### config.mk
export PLATFORM = sky130hd
export DESIGN_NAME = sensor_scan_monitor
export DESIGN_NICKNAME = d
export VERILOG_FILES = /design/src/rtl/sensor_mon_pkg.sv /design/src/rtl/sensor_avg_acc.sv /design/src/rtl/sensor_scan_monitor.sv
export SDC_FILE = /design/constraint.sdc
export NUM_CORES = 1
export LEC_CHECK = 0
export BUFFER_PORTS_ARGS = -buffer_cell sky130_fd_sc_hd__clkbuf_2
export CAP_MARGIN = 20
export CORE_ASPECT_RATIO = 1.1
export CORE_MARGIN = 2
export CORE_UTILIZATION = 59
export CTS_CLUSTER_SIZE = 25
export DETAILED_ROUTE_END_ITERATION = 10
export PLACE_DENSITY = 0.85
export REMOVE_ABC_BUFFERS = 1
export SLEW_MARGIN = 20
export SYNTH_ARGS = -nofsm -noshare
export SYNTH_HDL_FRONTEND = slang
export SYNTH_SLANG_ARGS = --single-unit
### constraint.sdc
create_clock -name clk -period 2.67 [get_ports clk]
set_input_delay 0.1335 -clock clk [delete_from_list [all_inputs] [get_ports clk]]
set_output_delay 0.1335 -clock clk [all_outputs]
set_load 0.03 [all_outputs]
### src/rtl/sensor_mon_pkg.sv
// Shared encodings for the sensor scan monitor: FSM states, reader enable codes
// and channel indices.
package sensor_mon_pkg;

    localparam logic [1:0] S_IDLE    = 2'd0;
    localparam logic [1:0] S_START   = 2'd1;
    localparam logic [1:0] S_WAIT    = 2'd2;
    localparam logic [1:0] S_CAPTURE = 2'd3;

    localparam logic [2:0] EN_NONE = 3'b000;
    localparam logic [2:0] EN_CH0  = 3'b001;
    localparam logic [2:0] EN_CH1  = 3'b010;

    localparam logic CH0 = 1'b0;
    localparam logic CH1 = 1'b1;

    function automatic logic [2:0] ch_en_code(input logic ch);
        return (ch == CH1) ? EN_CH1 : EN_CH0;
    endfunction

endpackage

### src/rtl/sensor_avg_acc.sv
// Per-channel sample accumulator: sums 2^AVG_LOG2 samples, publishes the truncated
// mean, and (with SENSOR_ALARM_EN defined) tracks a hysteretic threshold alarm.
module sensor_avg_acc
    import sensor_mon_pkg::*;
#(
    parameter int AVG_LOG2 = 3
`ifdef SENSOR_ALARM_EN
    ,
    parameter logic [11:0] HI_TH  = 12'd3000,
    parameter logic [11:0] CLR_TH = 12'd2936
`endif
) (
    input  logic        clk,
    input  logic        reset_n,
    input  logic        add_i,
    input  logic [11:0] sample_i,
    output logic [11:0] avg_o,
    output logic        valid_o,
    output logic        alarm_o
);

    localparam int SW = 12 + AVG_LOG2;
    localparam int CW = (AVG_LOG2 > 0) ? AVG_LOG2 : 1;
    localparam logic [CW-1:0] CNT_LAST = CW'((1 << AVG_LOG2) - 1);

    logic [SW-1:0] sum_q, sum_d, sum_next;
    logic [CW-1:0] cnt_q, cnt_d;
    logic [11:0]   avg_q, avg_d;
    logic          valid_q, valid_d;
    logic          wrap;

    always_comb begin
        sum_next = sum_q + SW'(sample_i);
        wrap     = add_i && (cnt_q == CNT_LAST);
        sum_d    = sum_q;
        cnt_d    = cnt_q;
        avg_d    = avg_q;
        valid_d  = 1'b0;
        if (wrap) begin
            avg_d   = 12'(sum_next >> AVG_LOG2);
            valid_d = 1'b1;
            sum_d   = '0;
            cnt_d   = '0;
        end else if (add_i) begin
            sum_d = sum_next;
            cnt_d = cnt_q + CW'(1);
        end
    end

    always_ff @(posedge clk or negedge reset_n) begin
        if (!reset_n) begin
            sum_q   <= '0;
            cnt_q   <= '0;
            avg_q   <= '0;
            valid_q <= 1'b0;
        end else begin
            sum_q   <= sum_d;
            cnt_q   <= cnt_d;
            avg_q   <= avg_d;
            valid_q <= valid_d;
        end
    end

    assign avg_o   = avg_q;
    assign valid_o = valid_q;

`ifdef SENSOR_ALARM_EN
    logic alarm_q, alarm_d;

    // Between CLR_TH and HI_TH the alarm keeps its previous level.
    always_comb begin
        alarm_d = alarm_q;
        if (wrap) begin
            if (avg_d >= HI_TH) begin
                alarm_d = 1'b1;
            end else if (avg_d < CLR_TH) begin
                alarm_d = 1'b0;
            end
        end
    end

    always_ff @(posedge clk or negedge reset_n) begin
        if (!reset_n) begin
            alarm_q <= 1'b0;
        end else begin
            alarm_q <= alarm_d;
        end
    end

    assign alarm_o = alarm_q;
`else
    assign alarm_o = 1'b0;
`endif

endmodule

### src/rtl/sensor_scan_monitor.sv
// Drives the AD7928 SPI reader alternating ch0/ch1 and averages the returned samples.
// Optional SENSOR_ALARM_EN builds per-channel threshold alarms with hysteresis.
//
// state     | meaning
// S_IDLE    | no frame in flight, waiting for run
// S_START   | issue one-cycle enable code for req_ch
// S_WAIT    | reader frame in progress, frame timer counting down
// S_CAPTURE | take sample_12b, credit it to prev_ch (result lags one frame)
module sensor_scan_monitor
    import sensor_mon_pkg::*;
#(
    parameter int          FRAME_CYCLES = 400,
    parameter int          AVG_LOG2     = 3,
    parameter logic [11:0] HI_CH0       = 12'd3000,
    parameter logic [11:0] HI_CH1       = 12'd3500,
    parameter logic [11:0] HYST         = 12'd64
) (
    input  logic        clk,
    input  logic        reset_n,
    input  logic        run,
    input  logic [11:0] sample_12b,
    output logic [2:0]  enable,
    output logic [11:0] avg_ch0,
    output logic [11:0] avg_ch1,
    output logic        avg_valid,
    output logic        avg_ch,
    output logic [1:0]  alarm,
    output logic        busy
);

    localparam int TW = $clog2(FRAME_CYCLES + 1);
    localparam logic [TW-1:0] WAIT_LOAD = TW'(FRAME_CYCLES - 1);

    if (HYST >= HI_CH0 || HYST >= HI_CH1) begin : g_bad_hyst
        $error("sensor_scan_monitor: HYST must be below HI_CH0 and HI_CH1");
    end

    logic [1:0]    state_q, state_d;
    logic [TW-1:0] tmr_q, tmr_d;
    logic [2:0]    enable_q, enable_d;
    logic          req_ch_q, req_ch_d;
    logic          prev_ch_q, prev_ch_d;
    logic          primed_q, primed_d;
    logic          add_ch0, add_ch1;
    logic          valid_ch0, valid_ch1;
    logic          alarm_ch0, alarm_ch1;

    always_comb begin
        state_d   = state_q;
        tmr_d     = tmr_q;
        enable_d  = EN_NONE;
        req_ch_d  = req_ch_q;
        prev_ch_d = prev_ch_q;
        primed_d  = primed_q;
        add_ch0   = 1'b0;
        add_ch1   = 1'b0;
        case (state_q)
            S_IDLE: begin
                if (run) begin
                    state_d = S_START;
                end
            end
            S_START: begin
                enable_d = ch_en_code(req_ch_q);
                tmr_d    = WAIT_LOAD;
                state_d  = S_WAIT;
            end
            S_WAIT: begin
                if (tmr_q == '0) begin
                    state_d = S_CAPTURE;
                end else begin
                    tmr_d = tmr_q - TW'(1);
                end
            end
            S_CAPTURE: begin
                // The first frame after start returns a stale conversion.
                if (!primed_q) begin
                    primed_d = 1'b1;
                end else begin
                    add_ch0 = (prev_ch_q == CH0);
                    add_ch1 = (prev_ch_q == CH1);
                end
                prev_ch_d = req_ch_q;
                req_ch_d  = ~req_ch_q;
                if (run) begin
                    state_d = S_START;
                end else begin
                    state_d  = S_IDLE;
                    primed_d = 1'b0;
                end
            end
            default: state_d = S_IDLE;
        endcase
    end

    always_ff @(posedge clk or negedge reset_n) begin
        if (!reset_n) begin
            state_q   <= S_IDLE;
            tmr_q     <= '0;
            enable_q  <= EN_NONE;
            req_ch_q  <= CH0;
            prev_ch_q <= CH0;
            primed_q  <= 1'b0;
        end else begin
            state_q   <= state_d;
            tmr_q     <= tmr_d;
            enable_q  <= enable_d;
            req_ch_q  <= req_ch_d;
            prev_ch_q <= prev_ch_d;
            primed_q  <= primed_d;
        end
    end

    sensor_avg_acc #(
        .AVG_LOG2(AVG_LOG2)
`ifdef SENSOR_ALARM_EN
        ,
        .HI_TH   (HI_CH0),
        .CLR_TH  (HI_CH0 - HYST)
`endif
    ) u_acc_ch0 (
        .clk     (clk),
        .reset_n (reset_n),
        .add_i   (add_ch0),
        .sample_i(sample_12b),
        .avg_o   (avg_ch0),
        .valid_o (valid_ch0),
        .alarm_o (alarm_ch0)
    );

    sensor_avg_acc #(
        .AVG_LOG2(AVG_LOG2)
`ifdef SENSOR_ALARM_EN
        ,
        .HI_TH   (HI_CH1),
        .CLR_TH  (HI_CH1 - HYST)
`endif
    ) u_acc_ch1 (
        .clk     (clk),
        .reset_n (reset_n),
        .add_i   (add_ch1),
        .sample_i(sample_12b),
        .avg_o   (avg_ch1),
        .valid_o (valid_ch1),
        .alarm_o (alarm_ch1)
    );

    assign enable    = enable_q;
    assign avg_valid = valid_ch0 | valid_ch1;
    assign avg_ch    = valid_ch1;
    assign alarm     = {alarm_ch1, alarm_ch0};
    assign busy      = (state_q != S_IDLE);

endmodule

Word level (Yosys, flattened, before mapping)
Cells that the tools add are included.
{ "classes": {"addsub": 5, "multipliers": 0, "n_div": 0, "n_lt_le_gt_ge": 0, "n_eq_ne": 8, "shift": 0, "mux": 23, "bitwise": 3, "n_reduce_logical": 10} }
{ "op_table": {"columns": ["cell", "count"], "rows": [
  ["2-to-1 mux 15 bit", 4],
  ["adder 15 x 12 -> 15 bit", 2],
  ["case mux 9 bit (2 select lines)", 1],
  ["2-to-1 mux 3 bit", 4],
  ["logical NOT 9 bit", 1],
  ["2-to-1 mux 9 bit", 1],
  ["subtractor 9 x 1 -> 9 bit, second input constant", 1],
  ["2-to-1 mux 1 bit", 8],
  ["2-to-1 mux 2 bit", 4],
  ["case mux 2 bit (4 select lines)", 1],
  ["nonzero test 2 bit", 4],
  ["adder 3 x 1 -> 3 bit, second input constant", 2],
  ["equality test 3 bit, second input constant", 2],
  ["!= test 2 bit, second input constant", 3],
  ["equality test 2 bit, second input constant", 2],
  ["AND reduction 2 bit", 2],
  ["equality test 2 x 1 -> 1 bit, second input constant", 1],
  ["logical AND 1 bit", 2],
  ["logical NOT 2 bit", 1],
  ["NOT 1 bit", 2],
  ["OR 1 bit", 1]
]} }
{ "totals": {"ff_bits": 79, "latch_bits": 0, "ramBits": 0, "romBits": 0, "input_bits": 15, "elab_cells": 63, "mem_count": 0} }

Logic depth before layout (Yosys ltp)
Gate-level depths: netlist (run 1).
{ "depth": {"ltp_word": 5, "depth_mapped": 10, "mapped_depth_nobuf": 9} }

Cells and area by module
From an unflattened synthesis (run 1), not the netlist that was laid out.
{ "hier_totals": {"cells_unflattened": 490, "hier_area_um2": 4757.1} }
{ "by_module_without_submodules": {"columns": ["mod", "instances", "cells_each", "area_each_um2", "seq_area_each_um2"], "rows": [
  ["sensor_avg_acc at u_acc_ch0", 1, 204, 1939.4, 775.7],
  ["sensor_avg_acc at u_acc_ch1", 1, 202, 1935.6, 775.7],
  ["sensor_scan_monitor", 1, 84, 882.1, 400.4]
]} }

Least setup slack after synthesis (run 1)
OpenSTA, ideal clock, no wires.
{ "synth_timing": {"path_type": "register -> register", "startpoint": "reg u_acc_ch0.sum_q[0]", "endpoint": "reg u_acc_ch0.sum_q[14]", "setup_ps": 126, "arrival_time_ps": 2120, "path_slack_ps": 424, "path_stages_with_launch": 10, "n_path_buf": 0, "path_cell_list": "dfrtp_1 ha_1 inv_1 fa_1 nand2b_1 a211oi_2 o2111ai_2 a31oi_4 nand3_2 a221o_1"} }
{ "synth_via": {"elab_chain_cells": 3} }
{ "synth_rtl": {"columns": ["element", "line", "rtl"], "rows": [
  ["start, declared", "sensor_avg_acc.sv:26", "logic [SW-1:0] sum_q, sum_d, sum_next;"],
  ["start signal, assigned", "sensor_avg_acc.sv:57", "sum_q <= sum_d;"],
  ["adder 15 x 12 -> 15 bit", "sensor_avg_acc.sv:33", "sum_next = sum_q + SW'(sample_i);"],
  ["2-to-1 mux 15 bit", "sensor_avg_acc.sv:44", "end else if (add_i) begin"],
  ["2-to-1 mux 15 bit", "sensor_avg_acc.sv:39", "if (wrap) begin"]
]} }
No other way between the ends. The select of a mux whose other input is x is not followed.
A chain may end at the register's enable or synchronous reset.

Worst setup path after layout (run 1)
Same ends and word-level chain as after synthesis.

==> out/results.tsv, run 1 <==
metric	value	unit
status	finished, final reports clean	
yosysWarnings	0	
layout_setup_ws	191	ps
n_antenna_cell	0	
die-area	0.00851	sq mm
critPathLaunchType	register	
synthSimpleGateAreaFrac	17.4	%
end_kind	register	
die_h	96.5	microns
pre_cts_slack	209	ps
min_period	2480	ps
ir_worst_vdd	0.617	mV
ys_ff_latch	78	
synth_top_area_share	42.5	%
cts_hold_buffers	1	
vias	3687	
clock_sinks	78	
numPortBuffers	43	
crit_fanout	5	
synth_edf_count	0	
finalMaxSlewViolations	0	
final_antenna_net_count	0	
synth_fa_ha_area_share	10.1	%
die_width	88.1	microns
gp_congestion	0.826	
p_leak	2.42	nW
seq_area_frac_synth	42.5	%
placed_cells	613	
netlist_top_cells_count	78 x dfrtp_1, 73 x nand2_1, 37 x o21ai_0, 34 x ha_1, 24 x a21oi_1	
wl_per_cell	15.6	microns
met2WireLength	5050	microns
cts_max_path_buffers	2	
rsz0062_at_grt	false	
p_total	5.64	mW
grt_pass1_wl	16600	microns
max-slew-margin-rel	36.2	%
cts-buffers-inserted	9	
synth_top_family_by_area	compound AO/OA/AOI/OAI gates	
min_path_type	input port to register	
num_rows	33	
worstSetupPathType	register to register	
routed_via_density	5.85	
first_iter_violations	233	
synthCells	479	
ios	47	
dr_wl_met3	383	microns
final_cells	630	
setup_viol_count_final	0	
synth_mux_area_share	1.63	%
grt-ovfl-total	0	
fp.coreArea	0.00751	sq mm
drive_above_1_share	17.0	%
drcViolationCount	0	
power_density	1110	mW/mm^2
yosysTopAreaCell	dfrtp_1	
topRoutingLayerUsed	met4	
tightest_slew	957	ps
cts_root_buf	clkbuf_8	
routed_wl	9830	microns
synth_area_leaders	dfrtp_1 43%, ha_1 9.3%, nand2_1 6.0%	
hold_violations	0	
clock_skew	13.7	ps
async_reset_ff_share	100	%
gr-usage-all-layers	25.1	%
grt_max_degree	79	
drt_pass1_iterations	4	
cts_tree	yes	
ctsResizeCount	0	
arrival	2730	ps
antenna_found_initial	0	
ys.flop_type	dfrtp_1	
insertion_delay	360	ps
synth-compound-area-share	20.3	%
cts_setup_buffers	0	
synth_area	0.00459	sq mm
synth.distinct_cells	67	
path_clk_slew	80	ps
maxCapViolations	0	
required	2920	ps
nets	571	
htree_levels	3	
grt_pass1_vias	3650	
wl_met1	4230	microns
synth.most_common_cell	dfrtp_1	
initial_core_util	61.1	%
tns	0	ps
fillers	613	
fin_crit_sh	92.9	%
syn_area_per_cell	9.59	sq um
fmax	403	MHz
synth-xor-area-share	4.01	%
dpl.hpwl	6990	microns
rr_worst_depth	9	
area_growth	10.9	%
hold_depth	2	
## sequential cells by signal, summed over array words and instances, names as in the netlist
name	cells
u_acc_ch0.sum_q	15
u_acc_ch1.sum_q	15
u_acc_ch0.avg_o	12
u_acc_ch1.avg_o	12
tmr_q	9
u_acc_ch0.cnt_q	3
u_acc_ch1.cnt_q	3
enable	2
state_q	2
prev_ch_q	1
primed_q	1
req_ch_q	1
u_acc_ch0.valid_o	1
u_acc_ch1.valid_o	1
## through the flow
step	hold slack, ps	utilization (%)	instance area [sq um]
2_1_floorplan	-162	-	4490
3_3_place_gp	349	65.0	4880
3_5_place_dp	351	65.0	4880
4_1_cts	22.6	67.8	5090
5_1_grt	48.4	67.8	5090
6_report	30.2	67.8	5090
## layout by cell type, fill, tap and decap left out, types with 3 or more instances in the layout
master / n
mux2_2: 4
o211ai_1: 4
nand4_1: 3
and2_1: 7
a221o_1: 3
o21a_1: 4
dfrtp_1: 78
nand3_1: 8
xor2_1: 12
and3_1: 4
nor2_1: 23
or3_1: 4
clkbuf_8: 11
a21o_1: 8
ha_1: 34
inv_1: 18
nand2_1: 73
buf_4: 7
a31o_2: 3
a21oi_1: 24
nor2b_1: 6
nand2b_1: 7
o21ai_0: 37
xnor2_1: 9
nor3_1: 7
o31ai_1: 22
mux2i_1: 3
conb_1: 3
clkbuf_2: 42
or2_2: 3
## path summary, 6_finish.rpt
kind                                                start                         endpoint  slack [ps]
setup / recovery           u_acc_ch0.sum_q[0]$_DFFE_PN0P_  u_acc_ch0.sum_q[14]$_DFFE_PN0P_         190
hold / removal                                        run             primed_q$_DFFE_PN0P_          30
setup reg to reg           u_acc_ch0.sum_q[0]$_DFFE_PN0P_  u_acc_ch0.sum_q[14]$_DFFE_PN0P_         190
hold reg to reg            u_acc_ch0.avg_o[0]$_DFFE_PN0P_   u_acc_ch0.avg_o[0]$_DFFE_PN0P_         480
max in group asynchronous                         reset_n   u_acc_ch1.sum_q[2]$_DFFE_PN0P_        1590
min in group asynchronous                         reset_n             tmr_q[7]$_DFFE_PN0P_         470
## layer usage
metal | global-route usage (%) | up-vias
met1 | 32.1 | 1797
met2 | 43.7 | 85
met4 | 8.96 | 0
li1 | - | 1789
met3 | 3.74 | 16
met5 | 0 | -
## worst max-delay path, stage by stage, from the launching register on
cell and delay (ps):
dfrtp_1 360, ha_1 170, inv_1 50, fa_1 400
nand2b_1 210, a211oi_2 270, o2111ai_2 190, a31oi_4 310
nand3_2 100, a221o_1 300
## logic make-up after synthesis
group,Yosys count
AO/OA/AOI/OAI,133
flip-flops,78
other,1
XOR/XNOR,21
buffers and inverters,40
AND/OR/NAND/NOR,163
multiplexers,7
adder cells (fa/ha/maj),36
## final cells by class
| type | instances | area, sq um | area share (%) |
|---|---|---|---|
| clock inverter | 3 | 42.5 | 0.835 |
| tap | 105 | 131 | 2.58 |
| clock buffer | 13 | 159 | 3.12 |
| timing repair buffer | 50 | 273 | 5.36 |
| inverter | 18 | 67.6 | 1.33 |
| sequential | 78 | 1950 | 38.3 |
| multi-input combinational | 363 | 2470 | 48.5 |
## power breakdown
group	switching, mW	internal (mW)	leakage (nW)
Combinational	1.73	1.15	1.47
Sequential	0.272	1.56	0.850
Clock	0.438	0.483	0.0996
Note: power is estimated with default switching activity, not from simulation.
==> inputs of run 2 (changes only) <==
--- a/config.mk
+++ b/config.mk
@@ -9,12 +9,13 @@
 export CAP_MARGIN = 20
 export CORE_ASPECT_RATIO = 1.1
 export CORE_MARGIN = 2
-export CORE_UTILIZATION = 59
+export CORE_UTILIZATION = 60
 export CTS_CLUSTER_SIZE = 25
 export DETAILED_ROUTE_END_ITERATION = 10
-export PLACE_DENSITY = 0.85
+export PLACE_DENSITY = 0.86
 export REMOVE_ABC_BUFFERS = 1
 export SLEW_MARGIN = 20
 export SYNTH_ARGS = -nofsm -noshare
 export SYNTH_HDL_FRONTEND = slang
+export SYNTH_HIERARCHICAL = 1
 export SYNTH_SLANG_ARGS = --single-unit
==> out/results.tsv, run 2 <==
metric	value	unit
status	finished, final reports clean	
die_h	97.4	microns
routed_wl	10200	microns
synthCells	490	
max-slew-margin-rel	35.5	%
critPathLaunchType	register	
rr_worst_depth	8	
syn_area_per_cell	9.71	sq um
cts-buffers-inserted	9	
drcViolationCount	0	
area_growth	9.18	%
seq_area_frac_synth	41.0	%
required	2900	ps
ys_ff_latch	78	
netlist_top_cells_count	78 x dfrtp_1, 57 x nand2_1, 35 x nor2_1, 34 x ha_1	
yosysTopAreaCell	dfrtp_1	
p_leak	2.42	nW
end_kind	register	
synth_area_leaders	dfrtp_1 41%, ha_1 8.9%, nand2_1 4.5%	
drive_above_1_share	17.3	%
fp.coreArea	0.00778	sq mm
hold_ws	91.4	ps
clock_skew	10.5	ps
min_path_type	input port to register	
hold_start	run	
num_rows	34	
r2r-start	u_acc_ch0/sum_q[0]$_DFFE_PN0P_	
insertion_delay	360	ps
dpl.hpwl	7360	microns
cts_max_path_buffers	2	
grt-ovfl-total	0	
final_antenna_net_count	0	
gp_congestion	0.933	
grt_pass1_vias	3665	
initial_core_util	61.1	%
ios	47	
ir_worst_vdd	0.584	mV
fin_crit_sh	81.3	%
die_width	88.9	microns
synth_area	0.00476	sq mm
maxCapViolations	0	
synth_edf_count	0	
vias	3895	
cts_root_buf	clkbuf_8	
tns	0	ps
hold_end	state_q[0]$_DFFE_PN0P_	
reg.largest.list	u_acc_ch0/sum_q (15), u_acc_ch1/sum_q (15)	
arrival	2410	ps
fillers	613	
nets	579	
r2r-end	u_acc_ch0/sum_q[10]$_DFFE_PN0P_	
grt_max_degree	79	
ys.flop_type	dfrtp_1	
async_reset_ff_share	100	%
post-route-util	66.7	%
routed_via_density	6.08	
first_iter_violations	257	
rsz0062_at_grt	false	
fmax	461	MHz
tightest_slew	967	ps
wl_per_cell	15.9	microns
numPortBuffers	43	
drt_pass1_iterations	5	
grt_pass1_wl	16800	microns
synth_top_area_share	41.0	%
synth.most_common_cell	dfrtp_1	
final_common_cell	dfrtp_1	
rrSetupSlack	500	ps
power_density	1140	mW/mm^2
antenna_found_initial	0	
die-area	0.00866	sq mm
min_period	2170	ps
setup_viol_count_final	0	
crit_fanout	5	
synth.distinct_cells	65	
n_antenna_cell	0	
mostFrequentLayoutCells	78 x dfrtp_1, 57 x nand2_1, 42 x clkbuf_2	
finalMaxSlewViolations	0	
htree_levels	3	
worstSetupPathType	register to register	
final_cells	641	
hold_depth	2	
gr-usage-all-layers	24.8	%
cts_tree	yes	
yosysWarnings	6	
clock_sinks	78	
hold_violations	0	
path_clk_slew	90	ps
placed_cells	624	
ctsResizeCount	0	
run 2: cell types whose count changed after synthesis, sizes merged, moves of 4 or more:
cell,delta
o21ai,-7
nand2,-16
o2bb2ai,+6
xnor2,-7
and3,+4
a211oi,+4
inv,+7
clkbuf,-7
a21boi,+4
nor2,+12
o41ai,+4
buf,+7
and2,-8
a22o,+5
run 2: what timing repair did:
item / CTS / global route
endpoints found under the hold margin: 78 / 0
hold buffers: 1 / 0
buffers inserted: 0 / 0
run 2: worst max path at each step:
stage / startpoint / endpoint / slack [ps] / cells past startpoint
final: u_acc_ch0/sum_q[0]$_DFFE_PN0P_ / u_acc_ch0/sum_q[10]$_DFFE_PN0P_ / 500 / 8
after detailed placement: u_acc_ch1/sum_q[0]$_DFFE_PN0P_ / u_acc_ch1/sum_q[10]$_DFFE_PN0P_ / 530 / 8
after global placement: u_acc_ch0/sum_q[0]$_DFFE_PN0P_ / u_acc_ch0/avg_o[9]$_DFFE_PN0P_ / 620 / 8
after CTS: state_q[0]$_DFFE_PN0P_ / u_acc_ch1/sum_q[11]$_DFFE_PN0P_ / 510 / 5
after floorplan: state_q[0]$_DFFE_PN0P_ / u_acc_ch0/avg_o[9]$_DFFE_PN0P_ / 540 / 8
after global routing: state_q[0]$_DFFE_PN0P_ / u_acc_ch1/sum_q[8]$_DFFE_PN0P_ / 300 / 5
run 2: per-stage QoR:
step	area, sq um	total power [mW]	setup slack, ps
4_1_cts	5190	5.89	512
3_5_place_dp	5010	5.07	525
6_report	5190	5.91	499
3_3_place_gp	5010	4.91	620
2_1_floorplan	4620	4.31	537
5_1_grt	5190	6.38	297
run 2: metal layers:
layer	up-vias	part of all wire, %	GRT usage, %
li1	1863	-	-
met1	1864	44	33.5
met2	133	48	38.6
met3	35	4.1	3.48
met4	0	3.7	12.7
met5	-	0	0
run 2: critical path, cell delays in order, from the launching register on:
cell and delay [ps]:
dfrtp_1 350, ha_1 210, inv_1 80, fa_1 420, nor2b_4 170, o31ai_4 90
a211oi_1 340, nor3_1 120, o41ai_1 280
run 2: cell families after synthesis:
group / Yosys count / share of synthesized area [%]
flip-flops: 78 / 41.0
other: 3 / 0.237
multiplexers: 7 / 1.60
AND/OR/NAND/NOR: 151 / 15.3
XOR/XNOR: 11 / 2.03
AO/OA/AOI/OAI: 155 / 25.1
adder cells (fa/ha/maj): 36 / 9.78
buffers and inverters: 49 / 4.97
run 2: power by group:
| group | internal (mW) | leakage (nW) | switching, mW | total [mW] |
|---|---|---|---|---|
| combinational | 1.26 | 1.48 | 1.96 | 3.22 |
| clock | 0.339 | 0.0858 | 0.459 | 0.798 |
| sequential | 1.60 | 0.854 | 0.300 | 1.90 |
run 2: area by class of cell:
class                           instances  area (sq um)  area share [%]
Clock buffer                            9           124            2.38
Tap cell                              108           135            2.60
Sequential cell                        78          1950            37.6
Inverter                               27           101            1.95
Timing Repair Buffer                   49           265            5.11
Multi-Input combinational cell        363          2570            49.5
Clock inverter                          7          47.5           0.915
